## src/rtl/bram_wb_ctrl_pkg.sv

```systemverilog
// BRAM geometry defines plus the state encoding and latency bounds
// shared by the Wishbone-to-BRAM controller.
`ifndef BRAM_WB_DEFINES
`define BRAM_WB_DEFINES
`define BRAM_ADDR_LENGTH 13
`define BRAM_BASE_ADDR   32'h3800_0000
`endif

package bram_wb_ctrl_pkg;
    localparam int LAT_MIN = 4;
    localparam int LAT_MAX = 15;
    localparam int CNT_W   = 4;

    typedef enum logic [2:0] {
        S_IDLE = 3'd0,
        S_RD   = 3'd1,
        S_CAP  = 3'd2,
        S_WR   = 3'd3,
        S_WAIT = 3'd4,
        S_ACK  = 3'd5
    } state_e;

    typedef struct packed {
        logic        we;
        logic [3:0]  sel;
        logic [31:0] dat;
    } req_t;
endpackage

```

## src/rtl/wb_byte_merge.sv

```systemverilog
// Per-byte select between a new and an old 32-bit word; bytes with a clear
// select bit pass the old value through untouched.
module wb_byte_merge (
    input  logic [31:0] old_word,
    input  logic [31:0] new_word,
    input  logic [3:0]  sel,
    output logic [31:0] merged
);
    for (genvar i = 0; i < 4; i++) begin : g_byte
        assign merged[8*i +: 8] = sel[i] ? new_word[8*i +: 8] : old_word[8*i +: 8];
    end
endmodule

```

## src/rtl/bram_wb_ctrl.sv

```systemverilog
// Wishbone classic slave in front of the BRAM macro: fixed-latency acks,
// byte-select writes done as read-modify-write.
module bram_wb_ctrl
    import bram_wb_ctrl_pkg::*;
#(
    parameter logic [31:0] BASE_ADDR = `BRAM_BASE_ADDR,
    parameter int          ADDR_W    = `BRAM_ADDR_LENGTH,
    parameter int          LATENCY   = 10
) (
    input  logic              wb_clk_i,
    input  logic              wb_rst_i,
    input  logic              wbs_cyc_i,
    input  logic              wbs_stb_i,
    input  logic              wbs_we_i,
    input  logic [3:0]        wbs_sel_i,
    input  logic [31:0]       wbs_adr_i,
    input  logic [31:0]       wbs_dat_i,
    output logic              wbs_ack_o,
    output logic [31:0]       wbs_dat_o,
    output logic              bram_en,
    output logic              bram_we,
    output logic [ADDR_W-1:0] bram_a,
    output logic [31:0]       bram_di,
    input  logic [31:0]       bram_do
);
    if (LATENCY < LAT_MIN || LATENCY > LAT_MAX) begin : g_bad_latency
        $fatal(1, "bram_wb_ctrl: LATENCY out of range 4..15");
    end
    if (BASE_ADDR[ADDR_W+1:0] != '0) begin : g_bad_base
        $fatal(1, "bram_wb_ctrl: BASE_ADDR not aligned to the BRAM window");
    end

    state_e            state, state_nx;
    req_t              req;
    logic [ADDR_W-1:0] adr_q;
    logic [CNT_W-1:0]  cnt;
    logic [31:0]       rdata;
    logic [31:0]       merged;
    logic              live, in_win, accept, busy, last;
    logic              unused_lsb;

    assign unused_lsb = ^wbs_adr_i[1:0];
    assign live       = wbs_cyc_i & wbs_stb_i;
    assign in_win     = (wbs_adr_i[31:ADDR_W+2] == BASE_ADDR[31:ADDR_W+2]);
    assign accept     = (state == S_IDLE) & live & in_win;
    assign busy       = (state == S_RD) | (state == S_CAP) | (state == S_WR) | (state == S_WAIT);
    // cnt holds LATENCY-k in cycle T0+k, so cnt==1 marks the cycle before ack.
    assign last       = (cnt == CNT_W'(1));

    always_comb begin
        state_nx = state;
        unique case (state)
            S_IDLE: begin
                if (accept) begin
                    if (!wbs_we_i)               state_nx = S_RD;
                    else if (wbs_sel_i == 4'hF)  state_nx = S_WR;
                    else if (wbs_sel_i == 4'h0)  state_nx = S_WAIT;
                    else                         state_nx = S_RD;
                end
            end
            S_RD:   state_nx = S_CAP;
            S_CAP:  state_nx = req.we ? S_WR : (last ? S_ACK : S_WAIT);
            S_WR:   state_nx = last ? S_ACK : S_WAIT;
            S_WAIT: state_nx = last ? S_ACK : S_WAIT;
            S_ACK:  state_nx = S_IDLE;
            default: state_nx = S_IDLE;
        endcase
        // Master withdrawal abandons the cycle; a write not yet issued is lost.
        if (busy && !live) state_nx = S_IDLE;
    end

    always_ff @(posedge wb_clk_i) begin
        if (wb_rst_i) begin
            state <= S_IDLE;
            req   <= '0;
            adr_q <= '0;
            cnt   <= '0;
            rdata <= '0;
        end else begin
            state <= state_nx;
            if (accept) begin
                req   <= '{we: wbs_we_i, sel: wbs_sel_i, dat: wbs_dat_i};
                adr_q <= wbs_adr_i[ADDR_W+1:2];
                cnt   <= CNT_W'(LATENCY - 1);
            end else if (busy) begin
                cnt <= cnt - 1'b1;
            end
            if (state == S_CAP) rdata <= bram_do;
        end
    end

    // Full writes pass sel=F, so the merge yields dat without needing rdata.
    wb_byte_merge u_merge (
        .old_word (rdata),
        .new_word (req.dat),
        .sel      (req.sel),
        .merged   (merged)
    );

    assign bram_en   = (state == S_RD) | (state == S_WR);
    assign bram_we   = (state == S_WR);
    assign bram_a    = adr_q;
    assign bram_di   = (state == S_WR) ? merged : 32'h0;
    assign wbs_ack_o = (state == S_ACK);
    assign wbs_dat_o = ((state == S_ACK) && !req.we) ? rdata : 32'h0;
endmodule

```

## config.mk

```make
export PLATFORM = sky130hd
export DESIGN_NAME = bram_wb_ctrl
export DESIGN_NICKNAME = d
export VERILOG_FILES = /design/src/rtl/bram_wb_ctrl_pkg.sv /design/src/rtl/wb_byte_merge.sv /design/src/rtl/bram_wb_ctrl.sv
export SDC_FILE = /design/constraint.sdc
export NUM_CORES = 1
export LEC_CHECK = 0
export ABC_CLOCK_PERIOD_IN_PS = 3900
export CORE_ASPECT_RATIO = 0.6
export CORE_MARGIN = 5
export CORE_UTILIZATION = 40
export DETAILED_ROUTE_END_ITERATION = 12
export GPL_ROUTABILITY_DRIVEN = 0
export PLACE_DENSITY_LB_ADDON = 0.1
export SLEW_MARGIN = 20
export SYNTH_ARGS = -nofsm -noshare
export SYNTH_HDL_FRONTEND = slang
export SYNTH_SLANG_ARGS = --single-unit
```

## constraint.sdc

```tcl
create_clock -name wb_clk_i -period 3.9 [get_ports wb_clk_i]
set_clock_uncertainty 0.15 [all_clocks]
set_input_delay 0.78 -clock wb_clk_i [delete_from_list [all_inputs] [get_ports wb_clk_i]]
set_output_delay 0.78 -clock wb_clk_i [all_outputs]
set_load 0.02 [all_outputs]
```

==> summary.txt <==
Status
  – Status: completed

Timing
  – Setup_tns: 0 ns
  – Tightest Pin Transition: 0.837 ns
  – RSZ-0062 raised after global routing: no
  – # setup viols final: 0
  – Crit path time final: 3.42 ns
  – Fmax achieved: 0.292 GHz
  – Normalized max-slew margin: 44.0%
  – Max Slew Vio Count: 0
  – Fin. Hold Viols: 0
  – Final period util: 87.8%

Layout
  – Multi-input logic area: 2540 µm²
  – Layout cells sized above 1: 5.04%
  – Seq. cell area: 1780 µm²
  – Finished Cell Area: 6710 µm²
  – Filler Cell Count: 969
  – Nets@finish: 796
  – Ant diodes: 0
  – Area grow syn2layout: 48.8%
  – Layout Cells excl Fill: 838

Detailed routing
  – Routed WL: 12.7 mm
  – DRC viols: 0
  – Vias per std cell: 4.79
  – Via count: 4,010
  – 1st-pass router iterations: 4
  – Detailed Route Iter0 Violations: 139
  – Routed wire per std cell: 15.2 µm
  – Antenna viol nets, final: 0

CTS
  – CTS Buf Count: 9
  – CTS tree: done
  – Clock latency on the worst-skew pair: 0.33 ns
  – CTS clk-pin slew, worst paths: 0.06 ns
  – Post-cts gate resize count: 0
  – Setup Buffers After CTS: 0
  – Root buffer cell: clkbuf_16
  – H-tree Lvls: 3
  – Clock Sinks: 89
  – Clock buffer depth: 2
  – Hold_buf cts: 0

Global route
  – Met3 Usage GRT: 7.11%
  – Global route overflow: 0
  – GRT Total Usage: 18.5%
  – Vias in the first global route: 4,110
  – M2 GR Usage: 30.0%
  – Initial antenna violation count: 0
  – Largest net degree at the start of global routing: 140
  – First-pass GRT wire length: 20.5 mm
  – GR peak layer: met2
  – Met1 Use GR: 23.6%

Yosys
  – Cells after synthesis: 529
  – Synth async-reset ratio: 0%
  – Syn Std Cell Area: 4510 µm²
  – Synth unique cells: 38
  – Yosys top cell by area: dfxtp_1
  – YS warnings: 0
  – EDFF count, synth: 0
  – Sequential fraction of the synthesis area: 39.5%
  – Top cells by area, synth: dfxtp_1, mux2i_1, nand2b_1
  – Share of the synthesized area in the top cell type: 39.5%
  – Syn_area_per_cell: 8.52 µm²
  – Synth Flop Type: dfxtp_1
  – Yosys reg bits: 89
  – Post-Syn Nets: 636
  – Most common cell in the netlist: nand2b_1
  – Top cells by count, synth: nand2b_1, dfxtp_1, mux2i_1

Placement
  – Post-DP Area: 6410 µm²
  – Dpl hpwl: 8.95 mm
  – IO Port Bufs: 182
  – Dpl cells: 822

Floorplanning
  – Ports: 185
  – Die X-Extent: 147 µm
  – Die Y-Extent: 92.2 µm
  – Core footprint: 11,100 µm²
  – Initial core utilization: 40.4%
  – Core Rows: 30
  – Die Area: 13,600 µm²

Setup path
  – Endpoint class of the critical path: primary output
  – Crit path kind: flop to primary output
  – Worst Path Arrival: 2.49 ns
  – WP data required: 2.97 ns
  – Max FO, Critical Path: 24
  – CP Launch Type: flop

Job
  – Number of max-cap violations: 0

Pwr
  – Pwr per Cell Area: 287 nW/µm²
  – VDD IR max: 0.000208 V
  – Overall Power: 1.92 mW
  – Leak pwr: 2.14 nW

Min path
  – Worst Hold Class: flop to flop
[worst paths after layout]
check	startpoint	end	slack, ns	depth (start not counted)
worst max-delay path	state[0]	bram_di[14]	0.48	6
worst min-delay path	rdata[3]	rdata[3]	0.31	2
worst max register to register	state[2]	bram_a[12]	1.66	5
worst min register to register	rdata[3]	rdata[3]	0.31	2
[routing by layer]
layer / routed length [µm] / up-vias
met3: 930 / 12
met2: 5680 / 106
li1: - / 2049
met4: 131 / 0
met5: 0 / -
met1: 5990 / 1843
[state kept, by name (all words and copies together), names as in the netlist]
signal / count
state: 3
cnt: 4
req: 37
bram_a: 13
rdata: 32
[critical path, stage by stage (launching register included)]
cell and delay, ns:
dfxtp_1 0.46, inv_1 0.10, nor2_1 0.13, nand2_1 0.31
buf_4 0.36, nor2_1 0.14, clkdlybuf4s50_1 0.64
[power breakdown]
part           total, mW  switching, mW  internal (mW)
combinational      0.155         0.0425          0.113
clock              0.860          0.351          0.509
sequential         0.909     0.00000125          0.909
[metrics by stage]
step,util (%),hold slack [ns],setup slack [ns]
finish,60.2,0.313,0.476
global route,60.2,0.335,0.253
CTS,60.1,0.315,0.454
detailed placement,57.5,0.307,0.803
global placement,57.5,0.303,0.868
floorplan,-,0.294,1.42
[layout make-up]
class                           count  share of cell area, %
Multi-Input combinational cell    395                   37.9
Timing Repair Buffer              189                   28.1
Sequential cell                    89                   26.6
Clock buffer                       10                   3.56
Tap cell                          144                   2.69
Clock inverter                      6                  0.858
Inverter                            5                  0.280
[cell usage in the layout (no fill, tap or decap), types with 6 or more instances in the layout]
cell               n
clkdlybuf4s50_1  181
nand2b_1         102
dfxtp_1           89
mux2i_1           82
nand2_1           67
nor2_1            39
a21oi_1           34
and2_1            33
clkbuf_16          9
buf_4              6
[kinds of logic (layout without fill, tap and decap cells)]
logic type	Yosys count	count (layout)	synth area share, %
XOR/XNOR	3	3	0.583
multiplexers	82	82	18.2
flip-flops	89	89	39.5
AND/OR/NAND/NOR	263	263	31.0
adder cells (fa/ha/maj)	2	2	0.555
AO/OA/AOI/OAI	45	45	5.77
buffers and inverters	45	210	4.36
No activity file was read; power rests on OpenSTA's default activity.
